$ cat config.mk
export PLATFORM = sky130hd
export DESIGN_NAME = gyro_spi_ctrl
export DESIGN_NICKNAME = d
export VERILOG_FILES = /design/src/rtl/gyro_pkg.sv /design/src/rtl/cycle_timer.sv /design/src/rtl/gyro_spi_ctrl.sv
export SDC_FILE = /design/constraint.sdc
export NUM_CORES = 1
export LEC_CHECK = 0
export CAP_MARGIN = 20
export CORE_UTILIZATION = 35
export DETAILED_ROUTE_END_ITERATION = 8
export HOLD_SLACK_MARGIN = 0.15
export PLACE_DENSITY = 0.53
export SYNTH_ARGS = -nofsm -noshare
export SYNTH_HDL_FRONTEND = slang
export SYNTH_SLANG_ARGS = --single-unit
$ cat constraint.sdc
create_clock -name clk -period 4 [get_ports clk]
set_input_delay 0.4 -clock clk [delete_from_list [all_inputs] [get_ports clk]]
set_output_delay 0.4 -clock clk [all_outputs]
set_load 0.005 [all_outputs]
$ cat src/rtl/gyro_pkg.sv
// Shared definitions for the PmodGYRO (L3G4200D) SPI transaction sequencer.
// Latency: n/a (types and constants only).
// Backpressure: n/a.
package gyro_pkg;

  typedef enum logic [3:0] {
    ST_STARTUP,
    ST_CFG_SS,
    ST_CFG_ADDR,
    ST_CFG_DATA,
    ST_GAP,
    ST_IDLE_WAIT,
    ST_RD_SS,
    ST_RD_ADDR,
    ST_RD_BYTE,
    ST_RD_DONE
  } state_t;

  // L3G4200D register map and SPI command bits
  localparam logic [7:0] CTRL_REG1  = 8'h20;
  localparam logic [7:0] OUT_X_L    = 8'h28;
  localparam logic [7:0] SPI_READ   = 8'h80;
  localparam logic [7:0] SPI_MULTI  = 8'h40;
  localparam logic [7:0] RD_CMD     = SPI_READ | SPI_MULTI | OUT_X_L;
  localparam logic [7:0] DUMMY_BYTE = 8'h00;

  // XL, XH, YL, YH, ZL, ZH
  localparam int NUM_DATA_BYTES = 6;

endpackage

$ cat src/rtl/cycle_timer.sv
// Loadable up-counter with a terminal-count flag against a run-time limit.
// Latency: tc is combinational from the count register; clr/inc act on the next edge.
// Backpressure: none; the owner decides each cycle whether to clear or count.
//   clk, rst (async, active-low), clr, inc, limit -> tc (count == limit)
module cycle_timer #(
  parameter int W = 24
) (
  input  logic         clk,
  input  logic         rst,
  input  logic         clr,
  input  logic         inc,
  input  logic [W-1:0] limit,
  output logic         tc
);

  logic [W-1:0] cnt;

  always_ff @(posedge clk or negedge rst) begin
    if (!rst) begin
      cnt <= '0;
    end else if (clr) begin
      cnt <= '0;
    end else if (inc) begin
      cnt <= cnt + W'(1);
    end
  end

  assign tc = (cnt == limit);

endmodule

$ cat src/rtl/gyro_spi_ctrl.sv
// Sequencer for the L3G4200D: writes CTRL_REG1 once, then periodically burst-reads X/Y/Z.
// Latency: one SPI byte per begin/end handshake; axes publish one cycle after the last byte.
// Backpressure: waits on end_transmission per byte; a byte stuck past TIMEOUT_CYCLES aborts the frame.
//   in : clk, rst (async active-low), enable, recieved_data[7:0], end_transmission
//   out: send_data[7:0], begin_transmission, slave_select, x/y/z_axis[15:0], data_valid, busy, timeout_err
module gyro_spi_ctrl
  import gyro_pkg::*;
#(
  parameter logic [23:0] STARTUP_CYCLES = 24'd1_000_000,
  parameter logic [23:0] POLL_CYCLES    = 24'd1_000_000,
  parameter logic [19:0] TIMEOUT_CYCLES = 20'h20000,
  parameter logic [7:0]  SS_GAP_CYCLES  = 8'd16,
  parameter logic [7:0]  CFG_REG1       = 8'h0F
) (
  input  logic        clk,
  input  logic        rst,
  input  logic        enable,
  input  logic [7:0]  recieved_data,
  input  logic        end_transmission,
  output logic [7:0]  send_data,
  output logic        begin_transmission,
  output logic        slave_select,
  output logic [15:0] x_axis,
  output logic [15:0] y_axis,
  output logic [15:0] z_axis,
  output logic        data_valid,
  output logic        busy,
  output logic        timeout_err
);

  localparam logic [2:0] LAST_IDX = 3'(NUM_DATA_BYTES - 1);

  state_t                             state;
  logic                               waiting;   // 0: send phase of a byte state, 1: wait phase
  logic                               cfg_done;
  logic                               et_q;
  logic [2:0]                         byte_idx;
  logic [NUM_DATA_BYTES-1:0][7:0]     rx_buf;
  logic [7:0]                         tx_byte;
  logic                               byte_done;
  logic                               tmr_clr;
  logic                               tmr_inc;
  logic                               tmr_tc;
  logic [23:0]                        tmr_limit;

  // Byte complete = rising edge of end_transmission seen while waiting
  assign byte_done = waiting & end_transmission & ~et_q;
  assign busy      = (state != ST_IDLE_WAIT);

  always_comb begin
    case (state)
      ST_CFG_ADDR: tx_byte = CTRL_REG1;
      ST_CFG_DATA: tx_byte = CFG_REG1;
      ST_RD_ADDR:  tx_byte = RD_CMD;
      default:     tx_byte = DUMMY_BYTE;
    endcase
  end

  // One shared timer; the limit it is compared against depends on the state
  always_comb begin
    case (state)
      ST_STARTUP:   tmr_limit = STARTUP_CYCLES - 24'd1;
      ST_GAP:       tmr_limit = {16'd0, SS_GAP_CYCLES} - 24'd1;
      ST_IDLE_WAIT: tmr_limit = POLL_CYCLES - 24'd1;
      default:      tmr_limit = {4'd0, TIMEOUT_CYCLES};
    endcase
  end

  // Every state exit clears the timer, so each state starts counting from 0.
  // Byte states clear it in the send phase (the begin_transmission cycle).
  always_comb begin
    tmr_clr = 1'b0;
    tmr_inc = 1'b0;
    case (state)
      ST_STARTUP, ST_GAP: begin
        tmr_clr = tmr_tc;
        tmr_inc = ~tmr_tc;
      end
      ST_IDLE_WAIT: begin
        tmr_clr = ~enable | tmr_tc;
        tmr_inc = enable & ~tmr_tc;
      end
      ST_CFG_ADDR, ST_CFG_DATA, ST_RD_ADDR, ST_RD_BYTE: begin
        tmr_clr = ~waiting | byte_done | tmr_tc;
        tmr_inc = waiting & ~byte_done & ~tmr_tc;
      end
      default: tmr_clr = 1'b1;
    endcase
  end

  cycle_timer #(.W(24)) u_timer (
    .clk   (clk),
    .rst   (rst),
    .clr   (tmr_clr),
    .inc   (tmr_inc),
    .limit (tmr_limit),
    .tc    (tmr_tc)
  );

  always_ff @(posedge clk or negedge rst) begin
    if (!rst) begin
      state              <= ST_STARTUP;
      waiting            <= 1'b0;
      cfg_done           <= 1'b0;
      et_q               <= 1'b1;
      byte_idx           <= '0;
      rx_buf             <= '0;
      send_data          <= 8'h00;
      begin_transmission <= 1'b0;
      slave_select       <= 1'b1;
      x_axis             <= '0;
      y_axis             <= '0;
      z_axis             <= '0;
      data_valid         <= 1'b0;
      timeout_err        <= 1'b0;
    end else begin
      et_q               <= end_transmission;
      begin_transmission <= 1'b0;
      data_valid         <= 1'b0;
      case (state)
        ST_STARTUP: begin
          if (tmr_tc) begin
            state        <= ST_CFG_SS;
            slave_select <= 1'b0;
          end
        end
        ST_CFG_SS: begin
          slave_select <= 1'b0;
          state        <= ST_CFG_ADDR;
        end
        ST_CFG_ADDR, ST_CFG_DATA, ST_RD_ADDR, ST_RD_BYTE: begin
          if (!waiting) begin
            send_data          <= tx_byte;
            begin_transmission <= 1'b1;
            waiting            <= 1'b1;
          end else if (byte_done) begin
            // Done is tested before the timeout so a same-cycle edge is accepted
            waiting <= 1'b0;
            case (state)
              ST_CFG_ADDR: state <= ST_CFG_DATA;
              ST_CFG_DATA: begin
                slave_select <= 1'b1;
                cfg_done     <= 1'b1;
                state        <= ST_GAP;
              end
              ST_RD_ADDR: begin
                byte_idx <= '0;
                state    <= ST_RD_BYTE;
              end
              default: begin
                rx_buf[byte_idx] <= recieved_data;
                if (byte_idx == LAST_IDX) begin
                  state <= ST_RD_DONE;
                end else begin
                  byte_idx <= byte_idx + 3'd1;
                end
              end
            endcase
          end else if (tmr_tc) begin
            waiting      <= 1'b0;
            timeout_err  <= 1'b1;
            slave_select <= 1'b1;
            state        <= ST_GAP;
          end
        end
        ST_GAP: begin
          if (tmr_tc) begin
            if (cfg_done) begin
              state <= ST_IDLE_WAIT;
            end else begin
              state        <= ST_CFG_SS;
              slave_select <= 1'b0;
            end
          end
        end
        ST_IDLE_WAIT: begin
          if (enable && tmr_tc) begin
            state        <= ST_RD_SS;
            slave_select <= 1'b0;
          end
        end
        ST_RD_SS: begin
          slave_select <= 1'b0;
          state        <= ST_RD_ADDR;
        end
        ST_RD_DONE: begin
          slave_select <= 1'b1;
          x_axis       <= {rx_buf[1], rx_buf[0]};
          y_axis       <= {rx_buf[3], rx_buf[2]};
          z_axis       <= {rx_buf[5], rx_buf[4]};
          data_valid   <= 1'b1;
          state        <= ST_GAP;
        end
        default: begin
          slave_select <= 1'b1;
          state        <= ST_STARTUP;
        end
      endcase
    end
  end

endmodule

==> results of run 1 <==
[critical path, stage by stage, from the launching register on]
cell	delay, ps
dfrtp_1	590
or3_4	480
nor4b_2	250
a211oi_1	120
a211oi_1	410
a31o_2	520
nor2_1	110
[state kept, by name, summed over array words and instances, names as in the netlist, 3 cells and up]
name	flops
send_data	4
x_axis	16
rx_buf	48
state	4
byte_idx	3
y_axis	16
z_axis	16
u_timer.cnt	24
[cells in the mapped netlist (8+ instances only)]
cell type / n
dfrtp_1: 136
mux2_2: 81
nor2_1: 42
mux2_1: 16
xnor2_1: 14
nand2_1: 13
nand3_1: 13
clkbuf_1: 12
o21ai_0: 12
inv_1: 8
xor2_1: 8
[through the flow]
step / power (W) / setup WS (ps) / instance area [um2]
after floorplan: 0.00143 / 1910 / 5970
after global placement: 0.00148 / 1260 / 6860
after detailed placement: 0.00148 / 1250 / 6860
after CTS: 0.00303 / 1350 / 7450
after global routing: 0.00310 / 1090 / 7450
final: 0.00300 / 1360 / 7450
[cells in the final DEF (no fill, tap or decap), drive strengths merged, types with 4 or more instances in the layout]
cell / synthesis / final
nor4b: 4 / 4
nand3: 13 / 13
nor2b: 4 / 4
clkinv: 0 / 5
clkdlybuf4s50: 0 / 70
xor2: 8 / 8
clkbuf: 12 / 17
mux2: 99 / 99
inv: 8 / 10
xnor2: 14 / 14
and3: 4 / 4
dfrtp: 136 / 136
nor2: 44 / 44
a21oi: 7 / 7
buf: 13 / 4
nand3b: 4 / 4
nand2: 14 / 14
o21ai: 12 / 12
nor3: 5 / 5
nor4: 8 / 8
nand4: 7 / 7
[layout make-up]
class	instances	share of cell area (%)
sequential	138	46.4
multi-input combinational	291	31.8
timing repair buffer	75	9.99
clock buffer	17	5.71
tap	220	3.69
clock inverter	12	2.03
inverter	8	0.403
[path summary, 6_finish.rpt]
path / cells past startpoint / slack [ps] / end
min in group asynchronous: 2 / 590 / u_timer.cnt[5]$_DFFE_PN0P_
max in group asynchronous: 3 / 2500 / y_axis[1]$_DFFE_PN0P_
min reg2reg: 1 / 480 / timeout_err$_DFFE_PN0P_
max reg2reg: 6 / 1360 / u_timer.cnt[12]$_DFFE_PN0P_
max: 6 / 1360 / u_timer.cnt[12]$_DFFE_PN0P_
min: 1 / 450 / et_q$_DFF_PN1_
[metal layers]
layer | vias to the layer above | part of all wire, % | track usage (%)
met1 | 1849 | 50 | 21.0
met3 | 16 | 2.5 | 3.30
met2 | 61 | 46 | 24.2
met5 | - | 0 | 0
met4 | 0 | 1.8 | 6.32
li1 | 1781 | - | -
[power by group]
part           switching (W)  internal, W  total (W)
clock network       0.000580     0.000968    0.00155
logic              0.0000413    0.0000131  0.0000543
registers        0.000000170      0.00140    0.00140
total               0.000622      0.00238    0.00300
[cells by family (layout without fill, tap and decap cells)]
group | count (synthesis) | in the layout | share of synthesized area [%]
AO/OA/AOI/OAI | 43 | 43 | 4.97
XOR/XNOR | 22 | 22 | 3.23
adder cells (fa/ha/maj) | 3 | 3 | 0.629
buffers and inverters | 33 | 112 | 2.58
flip-flops | 138 | 138 | 57.9
multiplexers | 99 | 99 | 18.8
other | 1 | 1 | 0.0628
AND/OR/NAND/NOR | 123 | 123 | 11.9
==> metrics.md, run 1 <==
| Metric | Value |
|---|---|
| Outcome | finished, final reports clean |
| Area Growth Syn to Fin | 24.8% |
| Crit. End Element | flip-flop |
| Slew Limit Fails | 0 |
| Antenna diode count | 0 |
| Port-buffer cells | around 70 |
| Worst Hold Class | input port to flip-flop |
| Fmax | 379 MHz |
| DR vias/cell | 4.87 |
| Starting density of the core | a little over a third |
| CP Launch Type | flip-flop |
| DR iter-0 viols | 148 |
| Max Cap Viol | 0 |
| Layout cells sized above 1 | between 20% and 30% |
| Syn Area/Cell | around 13 um2 |
| Fin nets | about 550 |
| Core Area | ~17000 um2 |
| Area of the multi-input gates | between 2000 and 2500 um2 |
| Leak pwr | 3.40 nW |
| Share of the synthesized area in the top cell type | between 50% and 60% |
| Setup CP Type | flip-flop to flip-flop |
| Synth top area cells | dfrtp_1, mux2_2, mux2_1, nor2_1, xnor2_1 |
| Setup_tns | 0 ps |
| Hold path startpoint | end_transmission |
| # DRC | 0 |
| Peak supply drop | ~0.31 mV |
| WHS | approximately 450 ps |
| Largest net degree at the start of global routing | 80 |
| Die area | 17600 um2 |
| Worst Skew | about 7.5 ps |
| Main synth FF type | dfrtp_1 |
| Via count | ~3700 |
| Die Ht | around 130 um |
| Total wire length | approximately 12 mm |
| Yosys warnings | 0 |
| Synth Net Count | 477 |
| Worst setup path start | state[1]$_DFFE_PN0P_ |
| FP Rows | 47 |
| RSZ-0062 raised after global routing | false |
| Final Hold Vio Count | 0 |
| Setup-failing EPs final | 0 |
| Clk root buf | clkbuf_16 |
| Syn Inst Count | approximately 460 |
| Tightest Pin Transition | approximately 720 ps |
| Worst path required time | between 4000 and 5000 ps |
| Synth unique cells | between 50 and 60 |
| CTS Buf Count | 17 |
| Final Non-Filler Cells | 761 |
| Register bit total from synthesis | 138 |
| TritonRoute pass-1 iters | 4 |
| Initial antenna violation count | 0 |
| CTS tree | built |
| CTS clk-pin slew, worst paths | 60 ps |
| Dpl cells | approximately 730 |
| Die Width | 133 um |
| Avg WL per Cell | around 16 um |
| Crit path time final | ~2600 ps |
| Worst-Skew Late Latency | 420 ps |
| CP arrival | between 2000 and 3000 ps |
| Crit Path Max Fanout | 24 |
| CTS resizes | 0 |
| Number of flops mapped to enable cells by yosys | 0 |
| CTS max path bufs | 2 |
| CTS sink count | approximately 140 |
| CTS H-tree lvls | 4 |
| Gr usage total | 15.5% |
| Grt ovf | 0 |
| Final Util | roughly 45% |
| Routability cong. | 0.774 |
| Post-CTS Setup Bufs | 0 |
| Sequential share of the synthesized area | a little under 60% |
| Hold buffers post-CTS | 1 |
| FF+latch area | roughly 3500 um2 |
| Pwr dens | between 400 and 500 nW/um2 |
| Area of the mapped netlist | about 6000 um2 |
| Vias in the first global route | 4028 |
| Post-synth ARST share | 100% |
| FF-to-FF Start | state[1]$_DFFE_PN0P_ |
| First-pass GRT wire length | 21.1 mm |
| Slew headroom | around 52% |
| I/O Pins | 73 |
| Antenna Violating Nets Remaining | 0 |
| Tcrit/Tclk final | roughly two thirds |
| Hpwl dp | about 8.2 mm |
| Fillers | 1552 |
| Post-synth top area cell | dfrtp_1 |
Note: power is estimated with default switching activity, not from simulation.
==> run 2, diff against run 1 <==
Settings changed: PLACE_DENSITY 0.53 to 0.55.
Clock period 4 ns to 2.15 ns, I/O delays scaled along.
==> metrics.md, run 2 (synthesized netlist as in run 1, its figures left out) <==
| Metric | Value |
|---|---|
| Outcome | finished, final reports clean (unchanged) |
| Post-DP Area | 7240 um2 (was 6860 um2) |
| DR iter-0 viols | 204 (was 148) |
| CP arrival | 2430 ps (was 2910 ps) |
| Initial antenna violation count | 0 (unchanged) |
| Slew Limit Fails | 0 (unchanged) |
| Die Ht | 133 um (unchanged) |
| Biggest register | rx_buf (unchanged) |
| Setup CP Type | flip-flop to flip-flop (unchanged) |
| Antenna diode count | 0 (unchanged) |
| Worst Hold Class | input port to async pin (was input port to flip-flop) |
| Most frequent cells in the layout | dfrtp_1, mux2_2, clkdlybuf4s50_1 (unchanged) |
| CTS sink count | 138 (unchanged) |
| Setup slack after layout | 25.1 ps (was 1360 ps) |
| Most common cell after layout, fill and taps aside | dfrtp_1 (unchanged) |
| Fillers | 1470 (was 1552) |
| Clk root buf | clkbuf_16 (unchanged) |
| Worst path required time | 2450 ps (was 4270 ps) |
| Crit. End Element | flip-flop (unchanged) |
| CTS max path bufs | 2 (unchanged) |
| CTS clk-pin slew, worst paths | 60 ps (about the same) |
| Tcrit/Tclk final | 98.8% (was 66.0%) |
| Critical Path Max Stage Delay | 660 ps (was 590 ps) |
| Total wire length | 13.4 mm (was 12.4 mm) |
| Vias in the first global route | 3991 (was 4028) |
| Slowest cell on the critical path | or4b_4 (was dfrtp_1) |
| Avg WL per Cell | 16.4 um (was 16.2 um) |
| Cell area after layout | 8040 um2 (was 7450 um2) |
| Hpwl dp | 8.77 mm (was 8.17 mm) |
| DR vias/cell | 4.93 (was 4.87) |
| Max reg flops | 48 (unchanged) |
| Grt ovf | 0 (unchanged) |
| Via count | 4015 (was 3707) |
| FP Rows | 47 (unchanged) |
| Post-Place Worst Slack | -140 ps (was 1250 ps) |
| # DRC | 0 (unchanged) |
| Gr usage total | 15.8% (was 15.5%) |
| Antenna Violating Nets Remaining | 0 (unchanged) |
| CTS tree | built (unchanged) |
| CP Cell Sequence | buf_6 -> nor4b_4 -> nand2_2 -> or4b_4 -> mux2_1 (was or3_4 -> nor4b_2 -> a211oi_1 -> a211oi_1 -> a31o_2 -> nor2_1) |
| Tightest Pin Transition | 572 ps (was 725 ps) |
| CP Launch Type | flip-flop (unchanged) |
| Die Width | 133 um (unchanged) |
| Core Area | 16600 um2 (unchanged) |
| Fin nets | 596 (was 546) |
| I/O Pins | 73 (unchanged) |
| Largest net degree at the start of global routing | 50 (was 80) |
| Final Non-Filler Cells | 814 (was 761) |
| Area Growth Syn to Fin | 34.7% (was 24.8%) |
| First-pass GRT wire length | 21.4 mm (was 21.1 mm) |
| Starting density of the core | 35.9% (unchanged) |
| Slew headroom | 61.8% (was 51.7%) |
| Fmax | 471 MHz (was 379 MHz) |
| Routability cong. | 0.810 (was 0.774) |
| Crit path time final | 2120 ps (was 2640 ps) |
| Crit Path Max Fanout | 8 (was 24) |
| Leak pwr | 3.70 nW (was 3.40 nW) |
| TritonRoute pass-1 iters | 4 (unchanged) |
| Peak supply drop | 0.621 mV (was 0.310 mV) |
| Final Hold Vio Count | 0 (unchanged) |
| Port-buffer cells | 71 (unchanged) |
| Largest regs | rx_buf x48, u_timer.cnt x24 (unchanged) |
| Dpl cells | 771 (was 731) |
| Pwr dens | 721 nW/um2 (was 403 nW/um2) |
| CTS Buf Count | 17 (unchanged) |
| Setup-failing EPs final | 0 (unchanged) |
| RSZ-0062 raised after global routing | true (was false) |
| Worst Skew | 9.56 ps (was 7.54 ps) |
| CTS H-tree lvls | 4 (unchanged) |
| Worst-Skew Late Latency | 420 ps (about the same) |
| Max Cap Viol | 0 (unchanged) |
| Layout cells sized above 1 | 32.7% (was 24.4%) |
| Die area | 17600 um2 (unchanged) |
[run 2: worst max-delay path: cells and delay by family, from the launching register on]
family	cells	cell delay, ps
buffers and inverters	1	150
DFF	1	460
muxes	1	350
and+or+nand+nor	3	1040
[run 2: stage by stage]
stage                     utilization, %  total power, W  hold slack, ps  setup TNS, ps
after global placement              43.5         0.00276             246          -1540
after CTS                           47.6         0.00587             332          -3.27
final                               48.3         0.00579             342              0
after global routing                48.3         0.00599             339           -378
after floorplan                        -         0.00266           -80.6              0
after detailed placement            43.5         0.00276             259          -3110
[run 2: power breakdown]
group          switching, W  leakage (nW)  internal [W]
Combinational     0.0000786          1.58     0.0000334
Sequential      0.000000409          1.83       0.00260
Clock               0.00115         0.301       0.00194
Total               0.00123          3.70       0.00457
[run 2: cell type report]
type | instances | area (um2) | area share, %
Inverter | 8 | 30.0 | 0.373
Tap cell | 220 | 275 | 3.42
Timing Repair Buffer | 124 | 1200 | 14.9
Sequential cell | 138 | 3460 | 43.0
Clock buffer | 21 | 470 | 5.85
Multi-Input combinational cell | 292 | 2450 | 30.4
Clock inverter | 11 | 158 | 1.96
[run 2: repair_timing]
item,in CTS,in global routing
setup endpoints to repair,43,50
gates resized for setup,5,17
hold buffers,1,0
gates cloned,0,1
pin swaps,3,7
buffers inserted,3,7
hold endpoints to repair,40,0
[run 2: final timing paths]
kind	endpoint	depth (start not counted)	start	slack, ps
max in group asynchronous	z_axis[4]$_DFFE_PN0P_	3	rst	1110
min in group clk	et_q$_DFF_PN1_	2	end_transmission	350
worst min register to register	timeout_err$_DFFE_PN0P_	1	timeout_err$_DFFE_PN0P_	480
worst min-delay path	z_axis[10]$_DFFE_PN0P_	2	rst	340
worst max register to register	rx_buf[25]$_DFFE_PN0P_	5	state[0]$_DFFE_PN0P_	30
worst max-delay path	rx_buf[25]$_DFFE_PN0P_	5	state[0]$_DFFE_PN0P_	30
[run 2: layer usage]
metal / routed length, um / global-route usage [%] / vias up
met3: 534 / 3.91 / 17
met4: 222 / 6.39 / 0
met5: 0 / 0 / -
met2: 6360 / 24.8 / 73
li1: - / - / 1889
met1: 6240 / 20.8 / 2036
==> run 3, diff against run 2 <==
Settings changed: CORE_ASPECT_RATIO from default to 1.75.
==> metrics.md, run 3 (synthesized netlist as in run 1, its figures left out) <==
| Metric | Value |
|---|---|
| First-pass GRT wire length | 22.3 mm (was 21.4 mm) |
| Total wire length | 13.9 mm (was 13.4 mm) |
| Vias in the first global route | 4261 (was 3991) |
| Die Ht | 175 um (was 133 um) |
| Fmax | 470 MHz (was 471 MHz) |
| Worst Skew | 10.3 ps (was 9.56 ps) |
| Core Area | 16500 um2 (was 16600 um2) |
| Biggest register | rx_buf (unchanged) |
| FF+latch area | 3460 um2 (about the same) |
| Largest net degree at the start of global routing | 58 (was 50) |
| Cell mode on critical path | buf_6 |
| Hpwl dp | 9.55 mm (was 8.77 mm) |
| Setup_tns | 0 ps (unchanged) |
| Crit path time final | 2130 ps (was 2120 ps) |
| Largest delay contributor family on the critical path | simple AND/OR/NAND/NOR gates (unchanged) |
| CTS Buf Count | 17 (unchanged) |
| CP Launch Type | flip-flop (unchanged) |
| Fillers | 1544 (was 1470) |
| Total power | 0.00568 W (was 0.00579 W) |
| CTS tree | built (unchanged) |
| # DRC | 0 (unchanged) |
| Die Width | 101 um (was 133 um) |
| Worst Hold Class | input port to flip-flop (was input port to async pin) |
| Crit Path Max Fanout | 8 (unchanged) |
| CTS H-tree lvls | 4 (unchanged) |
| Die area | 17600 um2 (about the same) |
| Largest regs | rx_buf x48, u_timer.cnt x24 (unchanged) |
| Antenna diode count | 0 (unchanged) |
| Slew Limit Fails | 0 (unchanged) |
| Fin nets | 592 (was 596) |
| Slew headroom | 64.2% (was 61.8%) |
| Tightest Pin Transition | 537 ps (was 572 ps) |
| Tcrit/Tclk final | 99.0% (was 98.8%) |
| I/O Pins | 73 (unchanged) |
| Outcome | finished, final reports clean (unchanged) |
| FF-to-FF Start | state[1]$_DFFE_PN0P_ (was state[0]$_DFFE_PN0P_) |
| Critical Path Max Stage Delay | 500 ps (was 660 ps) |
| Initial antenna violation count | 0 (unchanged) |
| Worst setup path start | state[1]$_DFFE_PN0P_ (was state[0]$_DFFE_PN0P_) |
| Grt ovf | 0 (unchanged) |
| FP Rows | 62 (was 47) |
| RSZ-0062 raised after global routing | true (unchanged) |
| Most frequent cells in the layout | dfrtp_1, mux2_2, clkdlybuf4s50_1 (unchanged) |
| Leak pwr | 3.66 nW (was 3.70 nW) |
| CTS max path bufs | 2 (unchanged) |
| Port-buffer cells | 71 (unchanged) |
| Layout cells sized above 1 | 32.3% (was 32.7%) |
| Slowest cell on the critical path | or4b_1 (was or4b_4) |
| Crit path depth | 6 (was 5) |
| Crit. End Element | flip-flop (unchanged) |
| Max reg flops | 48 (unchanged) |
| DR vias/cell | 4.95 (was 4.93) |
| Final Hold Vio Count | 0 (unchanged) |
| Area of the multi-input gates | 2450 um2 (about the same) |
| Pwr dens | 714 nW/um2 (was 721 nW/um2) |
| Setup-failing EPs final | 0 (unchanged) |
| Via count | 4022 (was 4015) |
| Antenna Violating Nets Remaining | 0 (unchanged) |
| Area Growth Syn to Fin | 33.1% (was 34.7%) |
| Starting density of the core | 36.1% (was 35.9%) |
| Avg WL per Cell | 17.1 um (was 16.4 um) |
| CP Cell Sequence | buf_6 -> nor4b_4 -> nand2_2 -> or4b_1 -> buf_6 -> mux2_1 (was buf_6 -> nor4b_4 -> nand2_2 -> or4b_4 -> mux2_1) |
| Worst R2R End | rx_buf[26]$_DFFE_PN0P_ (was rx_buf[25]$_DFFE_PN0P_) |
| TritonRoute pass-1 iters | 5 (was 4) |
| DR iter-0 viols | 85 (was 204) |
| Gr usage total | 16.7% (was 15.8%) |
| CTS clk-pin slew, worst paths | 60 ps (about the same) |
| Setup CP Type | flip-flop to flip-flop (unchanged) |
| Worst-Skew Late Latency | 410 ps (was 420 ps) |
| Most common cell after layout, fill and taps aside | dfrtp_1 (unchanged) |
| Max Cap Viol | 0 (unchanged) |
| Routability cong. | 0.838 (was 0.810) |
| Worst Setup EP | rx_buf[26]$_DFFE_PN0P_ (was rx_buf[25]$_DFFE_PN0P_) |
| Worst path required time | 2440 ps (was 2450 ps) |
| CP arrival | 2420 ps (was 2430 ps) |
| Reg-to-reg slack, setup | 20 ps (was 30 ps) |
| CP Buf/Inv Count | 2 (was 1) |
| Peak supply drop | 0.447 mV (was 0.621 mV) |
| CTS sink count | 138 (unchanged) |
| Worst r2r path cells | 6 (was 5) |
| Clk root buf | clkbuf_16 (unchanged) |
## run 3: changes by cell type in the layout (fill, tap and decap cells not counted), moves of 2 or more
cell	delta
inv_8	+2
clkinv_4	-2
mux2_1	+2
nor4_1	-3
mux2_4	-2
nor4_2	+3
clkbuf_8	-2
inv_6	+2
buf_12	-3
## run 3: final cells by class
type                            instances  area share [%]
Multi-Input combinational cell        292            30.9
Clock inverter                         13            1.98
Tap cell                              224            3.53
Timing Repair Buffer                  120            14.2
Inverter                                8           0.378
Sequential cell                       138            43.5
Clock buffer                           18            5.52
## run 3: how the worst min path moves through the flow
| stage | from | to | depth (start not counted) |
|---|---|---|---|
| 2_1_floorplan | rst | begin_transmission$_DFF_PN0_ | 0 |
| 3_3_place_gp | rst | data_valid$_DFF_PN0_ | 1 |
| 3_5_place_dp | rst | data_valid$_DFF_PN0_ | 1 |
| 4_1_cts | end_transmission | et_q$_DFF_PN1_ | 1 |
| 5_1_grt | end_transmission | et_q$_DFF_PN1_ | 1 |
| 6_report | end_transmission | et_q$_DFF_PN1_ | 1 |
## run 3: worst register-to-register path, delay by kind of cell (launching register included)
family | cells | cell delay, ps
mux | 1 | 320
simple gates | 3 | 940
buf+inv | 2 | 320
flops | 1 | 430
## run 3: what timing repair did
action / 4_1_cts / 5_1_grt
hold buffers: 1 / 0
resized for setup: 8 / 8
endpoints found under the hold margin: 53 / 0
setup endpoints to repair: 33 / 37
setup buffers: 2 / 3
gates cloned: 0 / 1
pin swaps: 5 / 7
## run 3: stage by stage
stage          setup slack (ps)  hold WS (ps)  util [%]  instances  area, um2
2_1_floorplan              63.5         -80.6         -        462       5970
4_1_cts                    2.79           251      47.7        809       7880
6_report                   21.4           264      48.1        813       7950
5_1_grt                   -64.8           255      48.1        813       7950
3_5_place_dp               -150           218      43.6        775       7210
3_3_place_gp               -130           209      43.6        775       7210
## run 3: power breakdown
group	internal (W)	total, W	switching, W
logic	0.0000329	0.000113	0.0000798
registers	0.00260	0.00260	0.000000400
clock network	0.00177	0.00297	0.00119
## run 3: routing by layer
layer	GRT usage, %	up-vias	wire length (um)
li1	-	1869	-
met1	18.8	2041	5480
met4	6.22	0	293
met2	29.9	96	7640
met3	4.00	16	481
met5	0	-	0
